**src/rtl/mipstest_pkg.sv**
```systemverilog
// Shared definitions for the memory probe responder.
//   probe_state_e   : responder FSM state encoding
//   PROBE_SEL_DATA  : probe_sel value selecting the data memory
//   PROBE_SEL_INST  : probe_sel value selecting the instruction memory
package mipstest_pkg;

    typedef enum logic [1:0] {
        IDLE = 2'd0,
        REQ  = 2'd1,
        CAPT = 2'd2,
        RESP = 2'd3
    } probe_state_e;

    localparam logic PROBE_SEL_DATA = 1'b0;
    localparam logic PROBE_SEL_INST = 1'b1;

endpackage

```
**src/rtl/probe_timeout_ctr.sv**
```systemverilog
// Grant-wait timer for the probe responder. Built only when
// MEM_PROBE_TIMEOUT_EN is defined.
//   clk, rst_n : clock, async active-low reset
//   clr        : force the count to zero (held while not waiting for a grant)
//   en         : one more ungranted wait cycle is in progress
//   expired    : the current wait cycle is the TIMEOUT-th one in a row
module probe_timeout_ctr #(
    parameter int unsigned TIMEOUT = 200
) (
    input  logic clk,
    input  logic rst_n,
    input  logic clr,
    input  logic en,
    output logic expired
);

    logic [7:0] cnt_q, cnt_d;

    // Count holds the number of ungranted cycles already completed, so the
    // wait cycle that sees TIMEOUT-1 is the last one allowed.
    assign expired = (cnt_q == 8'(TIMEOUT - 1));

    always_comb begin
        cnt_d = cnt_q;
        if (clr) begin
            cnt_d = 8'd0;
        end else if (en && !expired) begin
            cnt_d = cnt_q + 8'd1;
        end
    end

    always_ff @(posedge clk or negedge rst_n) begin
        if (!rst_n) begin
            cnt_q <= 8'd0;
        end else begin
            cnt_q <= cnt_d;
        end
    end

endmodule

```
**src/rtl/mem_probe_responder.sv**
```systemverilog
// Memory probe responder: accepts one read probe at a time, fetches the word
// from the data or instruction memory through its arbiter, and returns it on
// a valid/ready response channel. Data-memory probes beyond the data address
// space are answered with an error and never reach the arbiter.
// Optional feature macro: MEM_PROBE_TIMEOUT_EN -- abandon a request after
// TIMEOUT ungranted cycles and answer with an error.
//   probe_valid/probe_ready/probe_sel/probe_addr : request channel
//   resp_valid/resp_ready/resp_data/resp_err     : response channel
//   dmem_req/dmem_gnt/dmem_addr/dmem_rdata       : data memory arbiter port
//   imem_req/imem_gnt/imem_addr/imem_rdata       : instruction memory arbiter port
//
// state | meaning
// IDLE  | ready for a probe
// REQ   | requesting the selected memory, waiting for grant
// CAPT  | read issued last cycle, capturing read data
// RESP  | response presented until consumed
module mem_probe_responder
    import mipstest_pkg::*;
#(
    parameter int unsigned DATA_AW = 8,
    parameter int unsigned INST_AW = 10,
    parameter int unsigned TIMEOUT = 200
) (
    input  logic               clk,
    input  logic               rst_n,
    input  logic               probe_valid,
    output logic               probe_ready,
    input  logic               probe_sel,
    input  logic [INST_AW-1:0] probe_addr,
    output logic               resp_valid,
    input  logic               resp_ready,
    output logic [31:0]        resp_data,
    output logic               resp_err,
    output logic               dmem_req,
    input  logic               dmem_gnt,
    output logic [DATA_AW-1:0] dmem_addr,
    input  logic [31:0]        dmem_rdata,
    output logic               imem_req,
    input  logic               imem_gnt,
    output logic [INST_AW-1:0] imem_addr,
    input  logic [31:0]        imem_rdata
);

    probe_state_e       state_q, state_d;
    logic               sel_q, sel_d;
    logic [INST_AW-1:0] addr_q, addr_d;
    logic [31:0]        data_q, data_d;
    logic               err_q, err_d;

    logic               addr_out_of_range;
    logic               sel_gnt;
    logic [31:0]        sel_rdata;
    logic               timeout_hit;

    // Data memory is narrower than the probe address; any high bit set is
    // outside the data space.
    assign addr_out_of_range = ((probe_addr >> DATA_AW) != '0);
    assign sel_gnt   = (sel_q == PROBE_SEL_INST) ? imem_gnt   : dmem_gnt;
    assign sel_rdata = (sel_q == PROBE_SEL_INST) ? imem_rdata : dmem_rdata;

`ifdef MEM_PROBE_TIMEOUT_EN
    logic to_clr, to_en, to_expired;

    assign to_clr = (state_q != REQ);
    assign to_en  = (state_q == REQ) && !sel_gnt;

    probe_timeout_ctr #(
        .TIMEOUT(TIMEOUT)
    ) u_timeout_ctr (
        .clk     (clk),
        .rst_n   (rst_n),
        .clr     (to_clr),
        .en      (to_en),
        .expired (to_expired)
    );

    assign timeout_hit = to_en && to_expired;
`else
    assign timeout_hit = 1'b0;
`endif

    always_comb begin
        state_d = state_q;
        sel_d   = sel_q;
        addr_d  = addr_q;
        data_d  = data_q;
        err_d   = err_q;
        case (state_q)
            IDLE: begin
                if (probe_valid) begin
                    sel_d  = probe_sel;
                    addr_d = probe_addr;
                    data_d = 32'd0;
                    if ((probe_sel == PROBE_SEL_DATA) && addr_out_of_range) begin
                        err_d   = 1'b1;
                        state_d = RESP;
                    end else begin
                        err_d   = 1'b0;
                        state_d = REQ;
                    end
                end
            end
            REQ: begin
                if (sel_gnt) begin
                    state_d = CAPT;
                end else if (timeout_hit) begin
                    err_d   = 1'b1;
                    data_d  = 32'd0;
                    state_d = RESP;
                end
            end
            CAPT: begin
                data_d  = sel_rdata;
                state_d = RESP;
            end
            RESP: begin
                // Clearing here keeps resp_data/resp_err at 0 while idle.
                if (resp_ready) begin
                    data_d  = 32'd0;
                    err_d   = 1'b0;
                    state_d = IDLE;
                end
            end
            default: state_d = IDLE;
        endcase
    end

    always_ff @(posedge clk or negedge rst_n) begin
        if (!rst_n) begin
            state_q <= IDLE;
            sel_q   <= PROBE_SEL_DATA;
            addr_q  <= '0;
            data_q  <= 32'd0;
            err_q   <= 1'b0;
        end else begin
            state_q <= state_d;
            sel_q   <= sel_d;
            addr_q  <= addr_d;
            data_q  <= data_d;
            err_q   <= err_d;
        end
    end

    always_comb begin
        probe_ready = (state_q == IDLE);
        resp_valid  = (state_q == RESP);
        resp_data   = data_q;
        resp_err    = err_q;
        dmem_req    = (state_q == REQ) && (sel_q == PROBE_SEL_DATA);
        imem_req    = (state_q == REQ) && (sel_q == PROBE_SEL_INST);
        dmem_addr   = dmem_req ? addr_q[DATA_AW-1:0] : '0;
        imem_addr   = imem_req ? addr_q : '0;
    end

endmodule
```
**config.mk**
```make
export PLATFORM = sky130hd
export DESIGN_NAME = mem_probe_responder
export DESIGN_NICKNAME = d
export VERILOG_FILES = /design/src/rtl/mipstest_pkg.sv /design/src/rtl/probe_timeout_ctr.sv /design/src/rtl/mem_probe_responder.sv
export SDC_FILE = /design/constraint.sdc
export NUM_CORES = 1
export LEC_CHECK = 0
export ABC_AREA = 1
export CORE_ASPECT_RATIO = 0.6
export CORE_MARGIN = 8
export CORE_UTILIZATION = 43
export DETAILED_ROUTE_END_ITERATION = 8
export HOLD_SLACK_MARGIN = 0.1
export PLACE_DENSITY = 0.85
export SYNTH_ARGS = -nofsm -noshare
export SYNTH_HDL_FRONTEND = slang
export SYNTH_HIERARCHICAL = 1
export SYNTH_SLANG_ARGS = --single-unit
```
**constraint.sdc**
```tcl
create_clock -name clk -period 3.8 [get_ports clk]
set_input_delay 0.38 -clock clk [delete_from_list [all_inputs] [get_ports clk]]
set_output_delay 0.38 -clock clk [all_outputs]
set_load 0.02 [all_outputs]
```
==> Word level (Yosys, flattened, before mapping) <==
Cells that the tools add are included.
{ "totals": {"ff_bits": 46, "in_bits": 81, "output_inout_bits": 55, "wordCells": 40} }
{ "classes": {"eq_ne": 6, "n_reduce_logical": 10, "n_bitwise": 3, "mux": 16} }
{ "ops": {"columns": ["op", "n"], "rows": [
  ["two-way mux 32 bit", 3],
  ["one-hot mux 32 bit (3 select lines)", 1],
  ["two-way mux 10 bit", 1],
  ["nonzero test 10 bit", 1],
  ["AND reduction 3 bit", 3],
  ["two-way mux 2 bit", 4],
  ["two-way mux 8 bit", 1],
  ["one-hot mux 2 bit (4 select lines)", 1],
  ["== test 2 bit, second input constant", 2],
  ["two-way mux 1 bit", 4],
  ["!= test 2 bit, second input constant", 2],
  ["logical AND 1 bit", 3],
  ["NOT 1 bit", 3],
  ["== test 2 x 1 -> 1 bit, second input constant", 1],
  ["logical NOT 2 bit", 1],
  ["!= test 2 x 1 -> 1 bit, second input constant", 1],
  ["one-hot mux 1 bit (2 select lines)", 1],
  ["AND reduction 2 bit", 1],
  ["nonzero test 2 bit", 1]
]} }

==> Longest topological paths before layout <==
Gate-level depths: netlist (run 1).
{ "depth": {"word_depth": 5, "mapped_depth": 8, "ltp_nobuf": 7} }

==> Worst setup path before layout (run 1) <==
OpenSTA, ideal clock, no wires.
{ "synth_timing": {"path_type": "reg-to-output", "startpoint": "register state_q[1]", "endpoint": "output dmem_addr[0]", "path_slack_ps": 1875, "arrival_ps": 1545, "stages_incl_launch_ff": 8, "required_time_ps": 3420, "n_path_buf": 1, "path_cell_list": "dfrtp_1 -> inv_1 -> ha_1 -> buf_4 -> inv_1 -> nor2_2 -> inv_1 -> nor2_1"} }
{ "synth_between": {"elab_chain_cells": 3} }
{ "synth_lines": {"columns": ["item", "line", "text"], "rows": [
  ["start, declared", "mem_probe_responder.sv:44", "probe_state_e state_q, state_d;"],
  ["start signal, assigned", "mem_probe_responder.sv:136", "state_q <= state_d;"],
  ["== test 2 x 1 -> 1 bit", "mem_probe_responder.sv:149", "dmem_req = (state_q == REQ) && (sel_q == PROBE_SEL_DATA);"],
  ["logical AND 1 bit", "mem_probe_responder.sv:149", null],
  ["via dmem_req", "mem_probe_responder.sv:34", "output logic dmem_req,"],
  ["two-way mux 8 bit", "mem_probe_responder.sv:151", "dmem_addr = dmem_req ? addr_q[DATA_AW-1:0] : '0;"],
  ["end, declared", "mem_probe_responder.sv:36", "output logic [DATA_AW-1:0] dmem_addr,"]
]} }
The timed path passes the listed nets, and every way through them passes these cells.

==> Worst setup path in the final report (run 1) <==
{ "layout_timing": {"startpoint": "register state_q[1]", "endpoint": "output imem_addr[8]"} }
{ "layout_between": {"elab_chain_cells": 3} }
{ "layout_lines": {"columns": ["item", "line", "text"], "rows": [
  ["== test 2 x 1 -> 1 bit", "mem_probe_responder.sv:150", "imem_req = (state_q == REQ) && (sel_q == PROBE_SEL_INST);"],
  ["logical AND 1 bit", "mem_probe_responder.sv:150", null],
  ["two-way mux 10 bit", "mem_probe_responder.sv:152", "imem_addr = imem_req ? addr_q : '0;"],
  ["end, declared", "mem_probe_responder.sv:40", "output logic [INST_AW-1:0] imem_addr,"]
]} }
No other way between the ends.

==> flow_summary.toml, run 1 <==
[run_status]
status = "complete, no violations"

[cts]
cts-root-buf = "clkbuf_8"
clk_latency_ns = 0.29
clockBufferDepth = 2
ctsHoldBuffers = 0
cts_tree = "done"
cts-resized-gates = 0
cts_max_level = 2
clk_pin_slew_ns = 0.08
post_cts_buffers = 0
numCtsBuffers = 5
cts.sinks = 46

[final_layout]
layout_commonest_cell = "nand2_1"
drive_above_1_share_pct = 3.51
area_delta_synth_final_pct = 52.9
final_cell_mix = "147 x nand2_1, 134 x clkdlybuf4s50_1, 46 x dfrtp_1"
stdcell_count = 568
num-fill-cells = 546
antenna_cells = 0
nNetsFinal = 569

[grt]
grt_use_total_pct = 18.6
antenna_found_initial = 0
first_global_vias = 2676
grt_max_degree = 47
grt_pass1_wl_um = 13500
overflow = 0

[pwr]
p_per_area_nw_per_um2 = 755
p_leak_nw = 1.94
peakVddDrop_mv = 0.421

[setup_path]
critical_path_arrival_ns = 2.69
crit_type = "flop to output port"
start_kind = "flop"
r2r_slack_ns = 1.70
cp.required_ns = 3.42
end_kind = "output port"
r2r_end = "state_q[1]"
critPathMaxFanout = 21
r2r_cells = 7
reg2reg_from = "state_q[1]"

[floorplanning]
dieArea_um2 = 8900
core_area_um2 = 6000
start_util_pct = 43.5
rows = 22
ioPinCount = 136
die_width_um = 117
die_h_um = 76.4

[synth]
synth_seq_area_share_pct = 44.1
synth_top_family_by_area = "simple AND/OR/NAND/NOR gates"
synth_fp_nets = 448
netlist_instances = 362
muxShareOfSynthArea_pct = 0
synth_compound_area_share_pct = 14.6
yosys_register_bits = 46
synthAdderAreaFrac_pct = 2.40
yosysUniqueCellTypes = 20
syn_area_per_cell_um2 = 7.21
yosys_warnings = 6
synth_xor_area_share_pct = 0
syn-cell-area_um2 = 2610
synth_simple_gate_area_share_pct = 28.5

[routing]
vias = 2756
dr.pass1.iters = 4
viasPerCell = 4.85
wl_per_cell_um = 14.6
drtIter0Drc = 122
totalWireLength_um = 8320
ant_nets = 0
route.detailed.drc = 0

[placement]
finalWeightedCongestion = 0.896
placed_cells = 560
port_buffers = 135
hpwl_um = 6280

[timing]
rsz0062_at_grt = "no"
setup_viol = 0
maxSlewViolCount = 0
relSlewSlack_pct = 31.2
worst_pin_slew_ns = 1.03
fin_worst_skew_ns = 0.00353
post-route-period-util_pct = 80.7
finalCriticalPeriod_ns = 3.07
hold_viol = 0
finalSetupTns_ns = 0
max_freq_ghz = 0.326

[hold_path]
hold_path.class = "input port to asynchronous set/reset pin"

[flow_run]
max_cap_violations = 0
## critical path, cell delays in order, from the launching register on
cell and delay, ns:
dfrtp_1 0.42, inv_1 0.11, ha_1 0.62, nand2_1 0.42, nor2_1 0.19, clkdlybuf4s50_1 0.63
## worst max-delay path by stage
stage | startpoint | end
4_1_cts | state_q[1] | imem_addr[8]
3_5_place_dp | state_q[1] | imem_addr[2]
6_report | state_q[1] | imem_addr[8]
2_1_floorplan | state_q[1] | dmem_addr[0]
3_3_place_gp | state_q[1] | imem_addr[9]
5_1_grt | state_q[1] | imem_addr[8]
## routing by layer
layer	vias to the layer above	global-route usage [%]	part of all wire, %
met5	-	0	0
met4	0	2.80	0.42
met3	5	7.12	11
met2	110	29.1	44
met1	1272	24.3	45
li1	1369	-	-
## state kept, by name, indices dropped and copies added, names as in the netlist
signal     cells
state_q        2
addr_q        10
resp_err       1
sel_q          1
resp_data     32
## power by group
part / internal [mW] / switching [mW]
clock network: 0.146 / 0.163
registers: 0.717 / 0.112
logic: 0.726 / 1.15
total: 1.59 / 1.43
## through the flow
step / power, mW / utilization (%) / hold WS (ns) / instance area, um2 / setup WS (ns)
floorplan: 2.03 / - / 0.0844 / 2610 / 1.87
global placement: 2.67 / 65.0 / 0.462 / 3900 / 1.08
detailed placement: 2.73 / 65.0 / 0.471 / 3900 / 1.01
CTS: 3.05 / 66.6 / 0.289 / 3990 / 0.663
global route: 3.28 / 66.6 / 0.315 / 3990 / 0.456
finish: 3.02 / 66.6 / 0.248 / 3990 / 0.734
## Yosys cell counts
master	number	area, um2
a21oi_1	40	200
buf_1	3	11.3
buf_2	3	15.0
buf_4	1	7.51
buf_6	10	113
clkbuf_2	5	25.0
clkbuf_4	1	7.51
dfrtp_1	46	1150
ha_1	5	62.6
inv_1	23	86.3
inv_6	1	8.76
nand2_1	147	552
nand2_2	2	12.5
nand2_4	1	11.3
nand3_1	5	25.0
nor2_1	31	116
nor2_2	1	6.26
nor2_8	1	20.0
o21ai_0	21	105
o21ai_1	15	75.1
## final cells by class
| cell class | instances | area [um2] | share of cell area [%] |
|---|---|---|---|
| clock inverter | 2 | 12.5 | 0.313 |
| clock buffer | 6 | 82.6 | 2.07 |
| timing repair buffer | 137 | 1360 | 34.1 |
| tap | 84 | 105 | 2.63 |
| inverter | 24 | 95.1 | 2.38 |
| multi-input combinational | 269 | 1190 | 29.7 |
| sequential | 46 | 1150 | 28.8 |
## kinds of logic after synthesis
family                   Yosys count
AND/OR/NAND/NOR                  188
AO/OA/AOI/OAI                     76
flip-flops                        46
adder cells (fa/ha/maj)            5
buffers and inverters             47
No activity file was read; power rests on OpenSTA's default activity.
==> run 2, diff against run 1 <==
--- a/config.mk
+++ b/config.mk
@@ -8,10 +8,10 @@
 export ABC_AREA = 1
 export CORE_ASPECT_RATIO = 0.6
 export CORE_MARGIN = 8
-export CORE_UTILIZATION = 43
+export CORE_UTILIZATION = 36
 export DETAILED_ROUTE_END_ITERATION = 8
 export HOLD_SLACK_MARGIN = 0.1
-export PLACE_DENSITY = 0.85
+export PLACE_DENSITY = 0.76
 export SYNTH_ARGS = -nofsm -noshare
 export SYNTH_HDL_FRONTEND = slang
 export SYNTH_HIERARCHICAL = 1
==> constraint.sdc (replaced) <==
create_clock -name clk -period 2.8 [get_ports clk]
set_input_delay 0.28 -clock clk [delete_from_list [all_inputs] [get_ports clk]]
set_output_delay 0.28 -clock clk [all_outputs]
set_load 0.02 [all_outputs]
==> run 2 against run 1 <==
Effect of this change: clock skew up 0.0058 ns; sequential share of layout area decreased by 0.51 points; hold slack lost 0.063 ns; sequential power grew 35%; combinational power rose by 37%; utilization down 9.7 points; cell count is 1.6% higher; via count decreased by 1.7%; non-clock buffer count grew 2; global-route usage shrank 2.3 points; largest power group unchanged; highest routed layer unchanged.
==> flow_summary.toml, run 2 (synthesis gave the netlist of run 1 again) <==
[run_status]
status = "complete, no violations"

[floorplanning]
dieArea_um2 = 10300
start_util_pct = 36.5
die_h_um = 82.0
die_width_um = 126
ioPinCount = 136
core_area_um2 = 7150
rows = 24

[pwr]
power.internal_mw = 2.30
seqPwrFrac_pct = 26.4
p_per_area_nw_per_um2 = 1050
p_leak_nw = 1.98
power.switching_mw = 1.96
p_sw_share_pct = 45.9
peakVddDrop_mv = 0.443
clkPwrFrac_pct = 13.4
pwr-share-comb_pct = 60.2

[timing]
maxSlewViolCount = 0
relSlewSlack_pct = 31.0
finalSetupTns_ns = 0
rsz0062_at_grt = "no"
worst_pin_slew_ns = 1.04
fin_worst_skew_ns = 0.00934
hold_viol = 0
max_freq_ghz = 0.407
finalCriticalPeriod_ns = 2.45
setup_viol = 0
post-route-period-util_pct = 87.7
hold_ws_ns = 0.185

[grt]
overflow = 0
grt_pass1_wl_um = 13400
grt_use_total_pct = 16.3
antenna_found_initial = 0
grt_max_degree = 47
first_global_vias = 2584

[final_layout]
layout_commonest_cell = "nand2_1"
seq_area_um2 = 1150
num-fill-cells = 688
largest_register_ffs = 32
drive_above_1_share_pct = 3.70
antenna_cells = 0
final_cell_mix = "147 x nand2_1, 134 x clkdlybuf4s50_1, 46 x dfrtp_1"
multi_input_comb_area_um2 = 1190
area_delta_synth_final_pct = 55.7
nNetsFinal = 571

[cts]
numCtsBuffers = 5
cts_tree = "done"
cts-root-buf = "clkbuf_16"
cts_max_level = 2
cts-resized-gates = 0
clockBufferDepth = 2
clk_pin_slew_ns = 0.06
cts.sinks = 46
clk_latency_ns = 0.28
ctsHoldBuffers = 0
post_cts_buffers = 0

[flow_run]
max_cap_violations = 0

[setup_path]
end_kind = "output port"
crit_slowest_cell = "clkdlybuf4s50_1"
slowest_delay_ns = 0.64
start_kind = "flop"
cp.required_ns = 2.52
crit_type = "flop to output port"
critPathMaxFanout = 12
path_cells = "inv_1 > ha_1 > nand2_1 > nor2_1 > clkdlybuf4s50_1"
critical_path_arrival_ns = 2.17

[placement]
finalWeightedCongestion = 0.865
hpwl_um = 6430
port_buffers = 135

[routing]
wl_per_cell_um = 14.8
dr.pass1.iters = 4
vias = 2709
drtIter0Drc = 154
totalWireLength_um = 8530
viasPerCell = 4.69
ant_nets = 0
route.detailed.drc = 0

[hold_path]
hold_path.class = "input port to asynchronous set/reset pin"
## run 2: cell types whose count changed in the layout (fill, tap and decap cells not counted)
cell	delta
clkbuf_1	+1
buf_4	+2
clkinvlp_4	-1
clkinv_4	+1
clkbuf_8	-6
clkbuf_16	+5
## run 2: cell type report
type / instances / share of cell area [%]
flip-flops and latches: 46 / 28.3
multi-input cells: 269 / 29.2
clock buffers: 6 / 3.17
repair buffers: 139 / 33.9
inverters: 24 / 2.34
well taps: 91 / 2.80
clock inverters: 2 / 0.339
## run 2: final timing paths
kind	endpoint	from	cells past startpoint	slack [ns]
min	resp_data[26]	rst_n	1	0.19
max reg2reg	resp_data[13]	state_q[0]	7	0.98
min in group clk	resp_data[28]	resp_data[28]	2	0.48
max	imem_addr[1]	state_q[1]	5	0.35
max in group asynchronous	state_q[1]	rst_n	1	1.97
min reg2reg	resp_data[28]	resp_data[28]	2	0.48
## run 2: power by group through the flow
stage               Clock, mW  Combinational [mW]  Sequential (mW)
floorplan                   0                1.36             1.40
global placement            0                2.56             1.12
detailed placement          0                2.60             1.14
CTS                     0.591                2.61             1.13
global route            0.625                2.83             1.17
finish                  0.572                2.57             1.12
## run 2: worst max-delay path, delay by kind of cell (launching register included)
family,cells,cell delay (ns)
and+or+nand+nor,2,0.50
buffers and inverters,2,0.75
adders and majority gates,1,0.22
DFF,1,0.41
## run 2: through the flow
stage / cell area (um2) / power, mW / utilization (%) / instances / setup WS [ns]
2_1_floorplan: 2610 / 2.75 / - / 362 / 0.975
3_3_place_gp: 3920 / 3.68 / 54.9 / 569 / 0.772
3_5_place_dp: 3920 / 3.74 / 54.9 / 569 / 0.634
4_1_cts: 4070 / 4.33 / 56.9 / 577 / 0.331
5_1_grt: 4070 / 4.62 / 56.9 / 577 / 0.225
6_report: 4070 / 4.26 / 56.9 / 577 / 0.346
## run 2: layer usage
layer  wire, um  GRT usage, %  part of all wire, %  vias to the layer above
met5          0             0                    0                        -
met4         71          3.69                 0.83                        0
met3        768          6.74                  9.0                        6
met2       3650          25.2                   43                       99
met1       4050          21.2                   47                     1229
li1           -             -                    -                     1375
==> run 3, diff against run 2 <==
--- a/config.mk
+++ b/config.mk
@@ -12,6 +12,9 @@
 export DETAILED_ROUTE_END_ITERATION = 8
 export HOLD_SLACK_MARGIN = 0.1
 export PLACE_DENSITY = 0.76
+export SETUP_SLACK_MARGIN = 0.2
+export SKIP_LAST_GASP = 1
+export SLEW_MARGIN = 10
 export SYNTH_ARGS = -nofsm -noshare
 export SYNTH_HDL_FRONTEND = slang
 export SYNTH_HIERARCHICAL = 1
==> results of run 3 <==
Same layout as run 2: the final DEF is identical, and so are final timing and power.
